[config.mk]
export PLATFORM = sky130hd
export DESIGN_NAME = fetch_stage_flat
export DESIGN_NICKNAME = d
export VERILOG_FILES = /design/src/rtl/fetch_stage_pkg.sv /design/src/rtl/fetch_stage_if.sv /design/src/rtl/fetch_stage_pc_register.sv /design/src/rtl/fetch_stage.sv /design/src/flat_wrapper.sv
export SDC_FILE = /design/constraint.sdc
export NUM_CORES = 1
export LEC_CHECK = 0
export ABC_CLOCK_PERIOD_IN_PS = 2000
export BUFFER_PORTS_ARGS = -buffer_cell sky130_fd_sc_hd__buf_2
export CAP_MARGIN = 10
export CORE_MARGIN = 2
export CORE_UTILIZATION = 43
export DETAILED_ROUTE_END_ITERATION = 16
export HOLD_SLACK_MARGIN = 0.15
export PLACE_DENSITY_LB_ADDON = 0.25
export SLEW_MARGIN = 20
export SYNTH_ARGS = -nofsm -noshare
export SYNTH_HDL_FRONTEND = slang
export SYNTH_SLANG_ARGS = --single-unit
[constraint.sdc]
create_clock -name clk -period 2 [get_ports clk]
set_clock_uncertainty 0.05 [all_clocks]
set_input_delay 0.4 -clock clk [delete_from_list [all_inputs] [get_ports clk]]
set_output_delay 0.4 -clock clk [all_outputs]
set_load 0.02 [all_outputs]
[src/rtl/fetch_stage_pkg.sv]
// Shared fetch-stage constants and FSM state type.
// Used by fetch_stage, fetch_stage_if and fetch_stage_pc_register.
package fetch_stage_pkg;

    localparam int unsigned DATA_WIDTH  = 32;
    localparam int unsigned STATE_WIDTH = 2;
    localparam int unsigned STALL_CNT_W = 16;

    localparam logic [DATA_WIDTH-1:0] RESET_PC  = 32'h0040_0000;
    localparam logic [DATA_WIDTH-1:0] NOP_INSTR = 32'h0000_0000;

    typedef enum logic [STATE_WIDTH-1:0] {
        BOOT  = 2'd0,
        RUN   = 2'd1,
        STALL = 2'd2,
        FLUSH = 2'd3
    } fetch_state_t;

endpackage

[src/rtl/fetch_stage_if.sv]
// Fetch-stage bus: hazard enables, redirects, imem port and IF/ID outputs.
// The fetch stage itself connects through the slave modport.
interface fetch_stage_if;
    import fetch_stage_pkg::*;

    logic                   en_pc;
    logic                   en_ifid;
    logic                   branch_taken;
    logic [DATA_WIDTH-1:0]  branch_target;
    logic                   jump;
    logic [DATA_WIDTH-1:0]  jump_target;
    logic [DATA_WIDTH-1:0]  imem_addr;
    logic [DATA_WIDTH-1:0]  imem_rdata;
    logic [DATA_WIDTH-1:0]  ifid_pc4;
    logic [DATA_WIDTH-1:0]  ifid_instr;
    logic                   ifid_valid;
    logic [STATE_WIDTH-1:0] fetch_state;
    logic [STALL_CNT_W-1:0] stall_cycles;

    modport master (
        output en_pc, en_ifid, branch_taken, branch_target, jump, jump_target, imem_rdata,
        input  imem_addr, ifid_pc4, ifid_instr, ifid_valid, fetch_state, stall_cycles
    );

    modport slave (
        input  en_pc, en_ifid, branch_taken, branch_target, jump, jump_target, imem_rdata,
        output imem_addr, ifid_pc4, ifid_instr, ifid_valid, fetch_state, stall_cycles
    );

endinterface

[src/rtl/fetch_stage_pc_register.sv]
// Program counter flop: async active-low reset, load has priority over increment.
module fetch_stage_pc_register
    import fetch_stage_pkg::*;
(
    input  logic                  clk,
    input  logic                  reset,
    input  logic                  load,
    input  logic [DATA_WIDTH-1:0] load_value,
    input  logic                  inc,
    output logic [DATA_WIDTH-1:0] pc
);

    always_ff @(posedge clk or negedge reset) begin
        if (!reset) begin
            pc <= RESET_PC;
        end else if (load) begin
            pc <= load_value;
        end else if (inc) begin
            pc <= pc + DATA_WIDTH'(4);
        end
    end

endmodule

[src/rtl/fetch_stage.sv]
// Instruction-fetch stage: PC, IF/ID pipeline register and fetch status FSM.
// Optional stall-cycle counter enabled by defining FETCH_STALL_COUNT_EN.
module fetch_stage
    import fetch_stage_pkg::*;
(
    input  logic          clk,
    input  logic          reset,
    fetch_stage_if.slave  bus
);

    fetch_state_t          state;
    logic [DATA_WIDTH-1:0] pc;
    logic [DATA_WIDTH-1:0] ifid_pc4;
    logic [DATA_WIDTH-1:0] ifid_instr;
    logic                  ifid_valid;
    logic                  redirect_c;
    logic [DATA_WIDTH-1:0] target_c;
    logic                  active_c;

    // The branch is the older instruction, so it beats a same-cycle jump.
    assign redirect_c = bus.branch_taken | bus.jump;
    assign target_c   = bus.branch_taken ? bus.branch_target : bus.jump_target;
    assign active_c   = (state != BOOT);

    fetch_stage_pc_register u_pc (
        .clk        (clk),
        .reset      (reset),
        .load       (active_c & redirect_c),
        .load_value (target_c),
        .inc        (active_c & bus.en_pc),
        .pc         (pc)
    );

    // FSM and IF/ID register; a redirect flushes even when ID is stalled.
    always_ff @(posedge clk or negedge reset) begin
        if (!reset) begin
            state      <= BOOT;
            ifid_pc4   <= '0;
            ifid_instr <= NOP_INSTR;
            ifid_valid <= 1'b0;
        end else begin
            case (state)
                BOOT:    state <= RUN;
                RUN:     if (redirect_c)       state <= FLUSH;
                         else if (!bus.en_pc)  state <= STALL;
                STALL:   if (redirect_c)       state <= FLUSH;
                         else if (bus.en_pc)   state <= RUN;
                FLUSH:   if (redirect_c)       state <= FLUSH;
                         else if (!bus.en_pc)  state <= STALL;
                         else                  state <= RUN;
                default: state <= BOOT;
            endcase

            if (active_c) begin
                if (redirect_c) begin
                    ifid_pc4   <= '0;
                    ifid_instr <= NOP_INSTR;
                    ifid_valid <= 1'b0;
                end else if (bus.en_ifid) begin
                    ifid_pc4   <= pc + DATA_WIDTH'(4);
                    ifid_instr <= bus.imem_rdata;
                    ifid_valid <= 1'b1;
                end
            end
        end
    end

`ifdef FETCH_STALL_COUNT_EN
    logic [STALL_CNT_W-1:0] stall_cnt;

    // Saturating count of cycles spent in STALL.
    always_ff @(posedge clk or negedge reset) begin
        if (!reset) begin
            stall_cnt <= '0;
        end else if ((state == STALL) && (stall_cnt != '1)) begin
            stall_cnt <= stall_cnt + STALL_CNT_W'(1);
        end
    end

    assign bus.stall_cycles = stall_cnt;
`else
    assign bus.stall_cycles = '0;
`endif

    assign bus.imem_addr   = pc;
    assign bus.ifid_pc4    = ifid_pc4;
    assign bus.ifid_instr  = ifid_instr;
    assign bus.ifid_valid  = ifid_valid;
    assign bus.fetch_state = state;

endmodule
[src/flat_wrapper.sv]
// flat-port wrapper written by rule: the top's interface ports become plain ports
module fetch_stage_flat import fetch_stage_pkg::*;
  (clk, reset, bus_en_pc, bus_en_ifid, bus_branch_taken, bus_branch_target, bus_jump, bus_jump_target, bus_imem_rdata, bus_imem_addr, bus_ifid_pc4, bus_ifid_instr, bus_ifid_valid, bus_fetch_state, bus_stall_cycles);
  fetch_stage_if bus_i ();
  input  logic clk;
  input  logic reset;
  input wire logic [$bits(bus_i.en_pc)-1:0] bus_en_pc;
  input wire logic [$bits(bus_i.en_ifid)-1:0] bus_en_ifid;
  input wire logic [$bits(bus_i.branch_taken)-1:0] bus_branch_taken;
  input wire logic [$bits(bus_i.branch_target)-1:0] bus_branch_target;
  input wire logic [$bits(bus_i.jump)-1:0] bus_jump;
  input wire logic [$bits(bus_i.jump_target)-1:0] bus_jump_target;
  input wire logic [$bits(bus_i.imem_rdata)-1:0] bus_imem_rdata;
  output wire logic [$bits(bus_i.imem_addr)-1:0] bus_imem_addr;
  output wire logic [$bits(bus_i.ifid_pc4)-1:0] bus_ifid_pc4;
  output wire logic [$bits(bus_i.ifid_instr)-1:0] bus_ifid_instr;
  output wire logic [$bits(bus_i.ifid_valid)-1:0] bus_ifid_valid;
  output wire logic [$bits(bus_i.fetch_state)-1:0] bus_fetch_state;
  output wire logic [$bits(bus_i.stall_cycles)-1:0] bus_stall_cycles;
  assign bus_i.en_pc = bus_en_pc;
  assign bus_i.en_ifid = bus_en_ifid;
  assign bus_i.branch_taken = bus_branch_taken;
  assign bus_i.branch_target = bus_branch_target;
  assign bus_i.jump = bus_jump;
  assign bus_i.jump_target = bus_jump_target;
  assign bus_i.imem_rdata = bus_imem_rdata;
  assign bus_imem_addr = bus_i.imem_addr;
  assign bus_ifid_pc4 = bus_i.ifid_pc4;
  assign bus_ifid_instr = bus_i.ifid_instr;
  assign bus_ifid_valid = bus_i.ifid_valid;
  assign bus_fetch_state = bus_i.fetch_state;
  assign bus_stall_cycles = bus_i.stall_cycles;
  fetch_stage u_core (.clk(clk), .reset(reset), .bus(bus_i));
endmodule
== Word level (Yosys, flattened, before mapping) ==
Index checks and enable logic that the tools add are counted.
Word-level totals
  word-level logic and storage cells: 36
  register bits: 99
  input bits: 102
  output and inout port bits: 115
Cells by class
  equality and inequality tests: 5
  multiplexer cells: 16
  reduce and logical (&&, ||, !) cells: 6
  add/subtract/negate cells: 1
  bitwise logic cells: 3
Operators with widths (number)
  $mux 32: 7
  $add 32x3->32 const B: 1
  $mux 2: 6
  $pmux 2 s4: 1
  $ne 3x2->1 const B: 2
  $reduce_bool 2->1: 3
  $eq 2x2->1 const B: 2
  $reduce_and 2->1: 2
  $and 1x1->1: 2
  $eq 2x1->1 const B: 1
  $logic_not 2->1: 1
  $mux 1: 2
  $or 1x1->1: 1

== Depth between registers and ports, before layout ==
Gate-level depths: netlist of run 1.
  depth in word-level cells: 4
  mapped depth: 7
  depth with buffers taken out: 6

== By module ==
Synthesis of run 1 repeated with hierarchy kept, for this count alone.
Second synthesis, totals
  cell total of the unflattened synthesis: 541
  area total of the unflattened synthesis: 5427.7 um^2
By module, submodules not included
  fetch_stage: seq. area each 1676.6 um^2, cells each 341, instances 1, area an instance 3606.0 um^2
  fetch_stage_pc_register: seq. area each 802.0 um^2, cells each 200, instances 1, area an instance 1821.7 um^2

== Worst setup path before layout of run 1 ==
Ideal clock, no wire load.
  path kind: register to register
  start: register u_core.u_pc.pc[2]
  end: register u_core.ifid_pc4[30], in the netlist u_core.bus.ifid_pc4[30]
  data required time: 1.823 ns
  buffers on the path: 1
  period minus slack after synthesis: 2.271 ns
  setup slack: -0.271 ns
  library setup time: 0.127 ns
  stages on the path, launching flop included: 8
  data arrival time: 2.094 ns
  cell sequence: dfrtp_1 ha_1 nand3_1 or4_1 buf_4 nor4_2 xnor2_1 o21ai_2
On the way
  word-level cells in the longest chain between the ends: 3
RTL lines
  start, declared: RTL line fetch_stage_pc_register.sv:10  | output logic [DATA_WIDTH-1:0] pc
  start signal, assigned: RTL line fetch_stage_pc_register.sv:17  | pc <= load_value;
  start signal, assigned: RTL line fetch_stage_pc_register.sv:19  | pc <= pc + DATA_WIDTH'(4);
  $add 32x3->32: RTL line fetch_stage.sv:60  | ifid_pc4 <= pc + DATA_WIDTH'(4);
  $mux 32: RTL line fetch_stage.sv:59  | end else if (bus.en_ifid) begin
  $mux 32: RTL line fetch_stage.sv:55  | if (redirect_c) begin
  end signal, assigned: RTL line fetch_stage.sv:60
  end, declared: RTL line fetch_stage.sv:13  | logic [DATA_WIDTH-1:0] ifid_pc4;
Every way passes these cells. The select of a mux whose other input is x is not followed.
A chain may end at the register's enable or synchronous reset.

== Final worst setup path of run 1 ==
  start: register u_core.u_pc.pc[7]
  end: register u_core.u_pc.pc[24]
On the way
  word-level cells in the longest chain between the ends: 3
RTL lines
  $add 32x3->32: RTL line fetch_stage_pc_register.sv:19
  $mux 32: RTL line fetch_stage_pc_register.sv:18  | end else if (inc) begin
  $mux 32: RTL line fetch_stage_pc_register.sv:16  | end else if (load) begin
Every way passes these cells. The select of a mux whose other input is x is not followed.

==> results of run 1 <==
[worst max-delay path by stage]
stage	slack (ns)	end	start
finish	0.09	u_core.u_pc.pc[24]	u_core.u_pc.pc[7]
global route	0.008	u_core.u_pc.pc[28]	u_core.u_pc.pc[7]
CTS	0.06	u_core.u_pc.pc[28]	u_core.u_pc.pc[2]
detailed placement	0.08	u_core.u_pc.pc[28]	u_core.u_pc.pc[2]
global placement	0.12	u_core.u_pc.pc[20]	u_core.u_pc.pc[6]
floorplan	-0.03	u_core.u_pc.pc[28]	u_core.u_pc.pc[12]
[flip-flops by register name, summed over array words and instances, names as in the netlist]
name,cells
u_core.bus.fetch_state,2
u_core.bus.ifid_valid,1
u_core.u_pc.pc,32
u_core.bus.ifid_instr,32
u_core.bus.ifid_pc4,32
[layer usage]
metal  track usage [%]  wire (um)  share of wire, %
met2              36.6       6660                47
met3              3.32        771               5.5
met1              30.1       6420                45
met4              8.37        259               1.8
met5                 0          0                 0
[logic make-up after synthesis]
| family | Yosys count | synth area share [%] |
|---|---|---|
| xor gates and xnor gates | 55 | 9.61 |
| DFF | 99 | 49.5 |
| muxes | 5 | 0.999 |
| and+or+nand+nor | 156 | 16.7 |
| buffers and inverters | 55 | 5.44 |
| other | 1 | 0.0748 |
| AOI/OAI and AO/OA | 130 | 17.5 |
| adders and majority gates | 1 | 0.250 |
[cell usage after synthesis (all sizes together), types with 2 or more instances]
master | instances | area [um^2]
mux2i | 5 | 50.1
and4 | 2 | 17.5
o311ai | 2 | 17.5
nor2 | 16 | 60.1
nand4 | 12 | 90.1
nand3 | 15 | 75.1
o21ai | 33 | 169
xor2 | 28 | 245
and3 | 3 | 18.8
nor4 | 7 | 77.6
or2 | 2 | 12.5
or4 | 2 | 15.0
buf | 21 | 144
a22o | 35 | 307
nor3 | 9 | 45.0
a31oi | 2 | 12.5
xnor2 | 27 | 236
a21oi | 27 | 139
dfrtp | 98 | 2450
clkbuf | 34 | 129
nor2b | 27 | 169
nand2 | 55 | 206
a211oi | 27 | 203
[power breakdown]
part,total (uW),internal (uW),leakage (uW),switching (uW)
sequential,2260,2130,0.00127,127
combinational,1050,422,0.00178,632
clock,1740,1040,0.000147,701
total,5050,3590,0.00320,1460
[final cells by class]
| cell class | instances | area (um^2) | share of cell area, % |
|---|---|---|---|
| flip-flops and latches | 99 | 2490 | 37.1 |
| multi-input cells | 363 | 2410 | 35.8 |
| repair buffers | 240 | 1340 | 20.0 |
| clock buffers | 14 | 264 | 3.93 |
| well taps | 143 | 179 | 2.66 |
| clock inverters | 2 | 35.0 | 0.521 |
[stage by stage]
step                      total power, uW  cell area [um^2]  setup TNS [ns]
after floorplan                      2890              5150          -0.105
after global placement               3310              6380               0
after detailed placement             3340              6380               0
after CTS                            5080              6690               0
after global routing                 5280              6720               0
final                                5050              6720               0
[repair_timing]
| item | 4_1_cts | 5_1_grt |
|---|---|---|
| gates resized for setup | 0 | 1 |
| hold endpoints to repair | 98 | 0 |
| hold buffers | 1 | 0 |
| setup buffers | 0 | 3 |
| setup endpoints to repair | 0 | 13 |
[worst max-delay path, stage by stage, from the launching register on]
cell     delay [ns]
dfrtp_2        0.43
nand4_4        0.11
or4_1          0.55
buf_4          0.21
nor3_2         0.21
xnor2_1        0.14
a21oi_1        0.08
==> impl_results.md, run 1 <==
- Status: finished, final reports clean
- Grt ovf: 0
- Mean Syn Cell Area: between 9 and 10 um^2
- Most common cell after layout, fill and taps aside: buf_2
- Synth unique cells: 46
- Seq cells post-synth: 99
- CP Max Fanout: 9
- Worst hold start: bus_imem_rdata[29]
- Leak pwr: between 0.003 and 0.004 uW
- Final core utilization: 58.9%
- WHS: approximately 0.22 ns
- DRT iter0 DRCs: 273
- Sink Count: between 90 and 100
- Pwr Density: about 750 mW/mm^2
- Final WS setup: between 0.08 and 0.09 ns
- Vias per cell: between 5 and 6
- Dpl ws: 0.0843 ns
- Hold Path Sink: u_core.bus.ifid_instr[29]
- Latest clock arrival within the worst-skew pair: about 0.34 ns
- All-Layer GR Usage: between 20 and 25%
- Slew @ Worst Pin: 0.558 ns
- Avg WL per Cell: approximately 16 um
- Max-Cap Viols: 0
- Boundary pin count: between 200 and 250
- Slew headroom: 62.8%
- DRT antenna net count: 0
- CP Capture Type: register
- Min-delay worst type: in2reg
- Final Slew Violations: 0
- Hold Crit Depth: 2
- Remaining DRCs: 0
- GP Congestion: slightly below 0.9
- Fill cells: around 1000
- Area growth syn-to-layout: 34.1%
- Number of I/O port buffers: 200
- Floorplan row count: 39
- WP data required: around 2.2 ns
- Share of cells above drive strength 1: between 30% and 40%
- First-pass GRT wire length: ~22000 um
- Antenna violations before repair: 0
- Worst r2r path cells: 6
- Final min period: roughly 1.9 ns
- Clock buffer depth: 2
- Largest net degree at the start of global routing: 100
- Core area: 0.0114 mm^2
- Number of global-route vias before repair: around 4400
- Chip width: about 110 um
- Fin crit share: between 90 and 100%
- Num CTS Buffers: 9
- Post-synth EDFFs: 0
- DP Cell Count: between 800 and 900
- Synthesis Warnings: 0
- Worst R2R End: u_core.u_pc.pc[24]
- Post-route insts no fill: approximately 860
- Crit path DAT: around 2.1 ns
- Reg2Reg Setup Slack: around 0.087 ns
- Drt pass-1 iters: 4
- Max VDD drop: between 0.3 and 0.4 mV
- Most frequent cells in the layout: buf_2, dfrtp_1, nand2_1
- Post-Syn Area: 0.00501 mm^2
- Final Hold Viols: 0
- Critical path class: reg2reg
- Ys async rst share: 100%
- Via count: between 4000 and 5000
- RSZ-0062 raised after global routing: false
- Die height: approximately 110 um
- Sequential-to-total area share from yosys stat: approximately half
- Synth Flop Type: dfrtp_1
- Root Buffer: clkbuf_16
- Clock slew at reported path FFs: roughly 0.070 ns
- Initial Util: around 44%
- H-Tree Level Count: 3
- Ant diodes: 0
- WL final: 14100 um
- Nets: slightly above 800
- Die area: between 0.01 and 0.015 mm^2
- Setup violations, final: 0
- CTS tree: built
- Maximum clock frequency: roughly 0.52 GHz
- Synth Instances: roughly 500
- Reg-to-reg startpoint: u_core.u_pc.pc[7]
- HPWL after detailed placement: just over 10000 um
- Startpoint Class: register
Note: power is estimated with default switching activity, not from simulation.
==> run 2, diff against run 1 <==
--- a/config.mk
+++ b/config.mk
@@ -12,7 +12,7 @@
 export CORE_UTILIZATION = 43
 export DETAILED_ROUTE_END_ITERATION = 16
 export HOLD_SLACK_MARGIN = 0.15
-export PLACE_DENSITY_LB_ADDON = 0.25
+export PLACE_DENSITY = 0.86
 export SLEW_MARGIN = 20
 export SYNTH_ARGS = -nofsm -noshare
 export SYNTH_HDL_FRONTEND = slang
==> impl_results.md, run 2 (synthesized netlist as in run 1, its figures left out) <==
- Status: finished, final reports clean
- Remaining DRCs: 0 (unchanged)
- All-Layer GR Usage: 22.5% (+0.22 points)
- Sink Count: 99 (unchanged)
- Boundary pin count: 217 (unchanged)
- Nets: 817 (+0.12%)
- Most frequent cells in the layout: buf_2, dfrtp_1, nand2_1
- Number of global-route vias before repair: 4506 (+2.9%)
- Max incr delay on CP: 0.44 ns (-0.11 ns)
- CP Max Fanout: 9 (unchanged)
- Die height: 112 um (unchanged)
- WHS: 0.218 ns (-0.00541 ns)
- Clock buffer depth: 2 (unchanged)
- Floorplan row count: 39 (unchanged)
- Post-route insts no fill: 862 (+0.12%)
- Worst-path cell chain: ha_4 -> nand3_4 -> or4_4 -> buf_6 -> nor3_2 -> xnor2_1 -> o21ai_1
- RSZ-0062 raised after global routing: false
- Fin crit share: 96.5% (+0.83 points)
- CP Capture Type: register
- CP max-delay cell: or4_4
- Final WS setup: 0.0707 ns (-0.0166 ns)
- Slew headroom: 66.7% (+3.9 points)
- DP Cell Count: 842 (+0.12%)
- Startpoint Class: register
- Grt ovf: 0 (unchanged)
- Root Buffer: clkbuf_16
- Setup violations, final: 0 (unchanged)
- Latest clock arrival within the worst-skew pair: 0.34 ns (about the same)
- Critical path class: reg2reg
- Max-Cap Viols: 0 (unchanged)
- Die area: 0.0125 mm^2 (unchanged)
- CTS tree: built
- First-pass GRT wire length: 22700 um (+1.4%)
- Core area: 0.0114 mm^2 (unchanged)
- Share of cells above drive strength 1: 39.9% (+0.92 points)
- HPWL after detailed placement: 10200 um (+0.73%)
- Maximum clock frequency: 0.518 GHz (-0.86%)
- WL final: 14100 um (-0.35%)
- Drt pass-1 iters: 4 (unchanged)
- Ant diodes: 0 (unchanged)
- Largest net degree at the start of global routing: 45 (-55%)
- Crit path DAT: 2.10 ns (+0.03 ns)
- WP data required: 2.17 ns (about the same)
- Final Hold Viols: 0 (unchanged)
- Buf/Inv on CP: 1 (unchanged)
- Chip width: 112 um (unchanged)
- Avg WL per Cell: 16.3 um (-0.46%)
- Leak pwr: 0.00321 uW (+0.40%)
- Num CTS Buffers: 9 (unchanged)
- Kind of cell adding the most delay to the critical path: simple AND/OR/NAND/NOR gates
- Antenna violations before repair: 0 (unchanged)
- Number of I/O port buffers: 200 (unchanged)
- Dpl ws: 0.0415 ns (-0.0428 ns)
- Clock slew at reported path FFs: 0.07 ns (about the same)
- Initial Util: 43.9% (unchanged)
- Max VDD drop: 0.416 mV (+9.0%)
- Min-delay worst type: in2reg
- Final min period: 1.93 ns (+0.0166 ns)
- Setup_tns: 0 ns (unchanged)
- Area growth syn-to-layout: 34.8%
- DRT iter0 DRCs: 240 (-12%)
- Total power: 5020 uW (-0.60%)
- Pwr Density: 743 mW/mm^2 (-1.1%)
- DRT antenna net count: 0 (unchanged)
- Slew @ Worst Pin: 0.495 ns (-0.0631 ns)
- Regs by FF count: u_core.bus.ifid_instr x32, u_core.bus.ifid_pc4 x32, u_core.u_pc.pc x32
- Vias per cell: 5.29 (+0.92%)
- Most common cell after layout, fill and taps aside: buf_2
- Final Slew Violations: 0 (unchanged)
- Via count: 4558 (+1.0%)
- GP Congestion: 0.811 (-7.0%)
- H-Tree Level Count: 3 (unchanged)
run 2: power breakdown:
group | internal (uW) | switching [uW] | total [uW]
logic | 431 | 643 | 1070
clock network | 878 | 815 | 1690
registers | 2130 | 126 | 2260
total | 3440 | 1580 | 5020
run 2: worst register-to-register path, delay by kind of cell, from the launching register on:
| kind | cells | cell delay [ns] |
|---|---|---|
| AOI/OAI and AO/OA | 1 | 0.08 |
| and+or+nand+nor | 3 | 0.77 |
| xor gates and xnor gates | 1 | 0.14 |
| buffers and inverters | 1 | 0.17 |
| adders and majority gates | 1 | 0.18 |
| DFF | 1 | 0.42 |
run 2: per-layer routing:
metal,vias to the layer above,wire length (um),track usage [%]
met3,16,858,3.92
met5,-,0,0
li1,2182,-,-
met1,2179,6000,29.7
met4,0,203,6.99
met2,181,7010,38.1
run 2: timing repair:
action | in CTS | in global routing
endpoints found under the hold margin | 29 | 0
hold buffers | 1 | 0
resized for setup | 0 | 5
endpoints found under the setup margin | 0 | 16
buffers inserted | 0 | 3
run 2: cell type report:
cell class                 count  area (um^2)
timing repair buffer         241         1370
fill                        1006         4660
tap                          143          179
clock inverter                 7         63.8
sequential                    99         2490
clock buffer                   9          225
multi-input combinational    363         2430
run 2: path summary, 6_finish.rpt:
kind                                          from                   endpoint  slack, ns  cells after the start
min                             bus_imem_rdata[30]  u_core.bus.ifid_instr[30]       0.22                      2
max                              u_core.u_pc.pc[2]    u_core.bus.ifid_pc4[28]       0.07                      7
min reg2reg                u_core.bus.ifid_pc4[10]    u_core.bus.ifid_pc4[10]       0.43                      2
max in group asynchronous                    reset         u_core.u_pc.pc[22]       0.82                      3
min in group asynchronous                    reset   u_core.bus.ifid_instr[9]       0.48                      2
max reg2reg                      u_core.u_pc.pc[2]    u_core.bus.ifid_pc4[28]       0.07                      7
run 2: stage by stage:
| stage | util [%] | instance area [um^2] |
|---|---|---|
| floorplan | - | 5150 |
| global placement | 56.1 | 6410 |
| detailed placement | 56.1 | 6410 |
| CTS | 58.7 | 6710 |
| global route | 59.2 | 6760 |
| finish | 59.2 | 6760 |
==> run 3, diff against run 2 <==
--- a/config.mk
+++ b/config.mk
@@ -9,11 +9,12 @@
 export BUFFER_PORTS_ARGS = -buffer_cell sky130_fd_sc_hd__buf_2
 export CAP_MARGIN = 10
 export CORE_MARGIN = 2
-export CORE_UTILIZATION = 43
+export CORE_UTILIZATION = 44
 export DETAILED_ROUTE_END_ITERATION = 16
 export HOLD_SLACK_MARGIN = 0.15
-export PLACE_DENSITY = 0.86
+export PLACE_DENSITY = 0.87
 export SLEW_MARGIN = 20
 export SYNTH_ARGS = -nofsm -noshare
 export SYNTH_HDL_FRONTEND = slang
+export SYNTH_HIERARCHICAL = 1
 export SYNTH_SLANG_ARGS = --single-unit
==> impl_results.md, run 3 <==
- Num CTS Buffers: 9 (unchanged)
- Most common cell after layout, fill and taps aside: buf_2
- Boundary pin count: 217 (unchanged)
- Post-route insts no fill: 950 (+10%)
- Sequential-to-total area share from yosys stat: 45.7% (-3.8 points)
- HPWL after detailed placement: 11800 um (+16%)
- Synth area leaders: dfrtp_1, mux2_2, a22o_1
- DP Cell Count: 921 (+9.4%)
- Setup violations, final: 12 (+12)
- Vias per cell: 5.75 (+8.7%)
- Metal3 WL: 1290 um (+50%)
- WL final: 16700 um (+18%)
- Leak pwr: 0.00362 uW (+13%)
- WHS: 0.203 ns (-0.0150 ns)
- Most frequent cell after synthesis: dfrtp_1
- CP Capture Type: register
- Met2 WL: 7990 um (+14%)
- DRT iter0 DRCs: 413 (+72%)
- Regs by FF count: u_core/bus.ifid_instr x32, u_core/bus.ifid_pc4 x32, u_core/u_pc/pc x32
- Crit path DAT: 2.32 ns (+0.22 ns)
- Most frequent cells in the layout: buf_2, dfrtp_1, buf_4
- Hold Crit Depth: 2 (unchanged)
- Ys async rst share: 100% (unchanged)
- Fin crit share: 104% (+7.8 points)
- RSZ-0062 raised after global routing: true
- Sink Count: 99 (unchanged)
- Mean Syn Cell Area: 10.0 um^2 (+0.51%)
- Startpoint Class: register
- Grt ovf: 0 (unchanged)
- Top-area cell type share of the netlist area: 45.2% (-3.8 points)
- Synth Instances: 541 (+7.8%)
- Synth Flop Type: dfrtp_1
- Hold Path Sink: u_core/bus.fetch_state[1]
- Met1 WL: 6860 um (+14%)
- CTS tree: built
- Clock slew at reported path FFs: 0.07 ns (about the same)
- WP data required: 2.24 ns (+0.07 ns)
- Final WS setup: -0.0859 ns (-0.157 ns)
- Nets: 902 (+10%)
- Root Buffer: clkbuf_16
- Die area: 0.0132 mm^2 (+5.6%)
- Die height: 115 um (+2.8%)
- Max VDD drop: 0.384 mV (-7.7%)
- Max-Cap Viols: 0 (unchanged)
- Reg2Reg Setup Slack: -0.09 ns (-0.16 ns)
- Worst hold start: bus_en_pc
- Synth unique cells: 55 (+20%)
- Number of I/O port buffers: 200 (unchanged)
- Pwr Density: 691 mW/mm^2 (-7.0%)
- Reg-to-reg startpoint: u_core/u_pc/pc[22]
- Final Hold Viols: 0 (unchanged)
- Highest routed layer: met4
- Worst R2R End: u_core/bus.ifid_pc4[28]
- Failing checks: setup timing
- Synthesis Warnings: 6 (+6)
- H-Tree Level Count: 3 (unchanged)
- Chip width: 115 um (+2.8%)
- Post-Syn Area: 0.00543 mm^2 (+8.3%)
- Final min period: 2.09 ns (+0.157 ns)
- Worst r2r path cells: 4 (-3)
- Clock buffer depth: 2 (unchanged)
- Status: complete, but fails checks
- Critical path class: reg2reg
- Avg WL per Cell: 17.5 um (+7.4%)
- Share of cells above drive strength 1: 47.4% (+7.5 points)
- Area leader, netlist: dfrtp_1
- Min-delay worst type: in2reg
- Post-synth EDFFs: 0 (unchanged)
- Via count: 5458 (+20%)
- Remaining DRCs: 0 (unchanged)
- Initial Util: 45.2% (+1.3 points)
- CP Max Fanout: 6 (-3)
- List of most frequent post-synthesis cells: dfrtp_1, nand2_1, a22o_1, nand3_1, mux2_2
- DRT antenna net count: 0 (unchanged)
- First-pass GRT wire length: 25000 um (+10%)
- Maximum clock frequency: 0.479 GHz (-7.5%)
- Final Slew Violations: 0 (unchanged)
- Area growth syn-to-layout: 38.6%
- Seq cells post-synth: 99 (unchanged)
- Dpl ws: -0.373 ns (-0.414 ns)
- Largest net degree at the start of global routing: 60 (+33%)
- All-Layer GR Usage: 24.0% (+1.5 points)
- Core area: 0.0120 mm^2 (+5.2%)
- Drt pass-1 iters: 5 (+1)
- Number of global-route vias before repair: 4968 (+10%)
- GP Congestion: 0.906 (+12%)
- Ant diodes: 0 (unchanged)
- Floorplan row count: 40 (+2.6%)
- Antenna violations before repair: 0 (unchanged)
- Latest clock arrival within the worst-skew pair: 0.35 ns (about the same)
## run 3: cell types whose count changed in the layout (fill, tap and decap cells not counted), moves of 10 or more
| cell | change |
|---|---|
| xnor2_1 | -14 |
| a21oi_1 | -25 |
| xor2_1 | -15 |
| a211oi_1 | -27 |
| a31oi_1 | +10 |
| buf_4 | +40 |
| nor2b_1 | -27 |
| nand3_1 | +20 |
| or4_1 | +19 |
| mux2_2 | +34 |
| o211ai_1 | +13 |
## run 3: worst max path at each step
stage,from,to,slack (ns),cells past startpoint
floorplan,u_core/bus.fetch_state[0],u_core/u_pc/pc[29],-0.26,8
global placement,bus_en_pc,u_core/u_pc/pc[31],-0.33,7
detailed placement,bus_en_pc,u_core/u_pc/pc[23],-0.37,7
CTS,u_core/bus.fetch_state[0],u_core/u_pc/pc[29],-0.08,6
global route,u_core/bus.fetch_state[0],u_core/u_pc/pc[21],-0.13,7
finish,u_core/u_pc/pc[22],u_core/bus.ifid_pc4[28],-0.09,4
## run 3: cells by family after synthesis
kind of cell               synth area share [%]
DFF                                        45.7
muxes                                      7.24
other                                    0.0691
xor gates and xnor gates                   4.20
and+or+nand+nor                            21.2
adders and majority gates                 0.461
AOI/OAI and AO/OA                          15.0
buffers and inverters                      6.13
## run 3: area by class of cell
type | instances | area [um^2]
Clock buffer | 9 | 225
Inverter | 6 | 23.8
Fill cell | 946 | 4490
Sequential cell | 99 | 2490
Multi-Input combinational cell | 400 | 2850
Timing Repair Buffer | 282 | 1690
Tap cell | 147 | 184
Clock inverter | 7 | 57.6
## run 3: metrics by stage
| stage | power (uW) | area [um^2] | utilization [%] | setup TNS, ns |
|---|---|---|---|---|
| 2_1_floorplan | 2930 | 5560 | - | -1.85 |
| 3_3_place_gp | 3470 | 7030 | 58.6 | -3.40 |
| 3_5_place_dp | 3500 | 7030 | 58.6 | -4.27 |
| 4_1_cts | 5180 | 7410 | 61.7 | -0.491 |
| 5_1_grt | 5410 | 7520 | 62.6 | -1.23 |
| 6_report | 5200 | 7520 | 62.6 | -0.435 |
## run 3: critical path, stage by stage, from the launching register on
cell,delay [ns]
dfstp_2,0.53
nand4_1,0.22
or4_4,0.60
or4b_1,0.53
nand3_1,0.10
## run 3: layer usage
metal,up-vias,global-route usage [%]
met1,2561,30.1
met4,0,10.4
met2,310,41.1
met3,49,3.95
li1,2538,-
met5,-,0
## run 3: report_power, final
part           internal [uW]  total, uW  leakage [uW]  switching [uW]
combinational            521       1250       0.00221             733
clock                    867       1680      0.000142             815
sequential              2130       2270       0.00127             134
## run 3: what timing repair did
| action | in CTS | in global routing |
|---|---|---|
| pin swaps | 9 | 20 |
| endpoints found under the setup margin | 15 | 23 |
| hold buffers | 1 | 0 |
| gates cloned | 1 | 1 |
| resized for setup | 9 | 14 |
| endpoints found under the hold margin | 30 | 0 |
| buffers inserted | 5 | 6 |
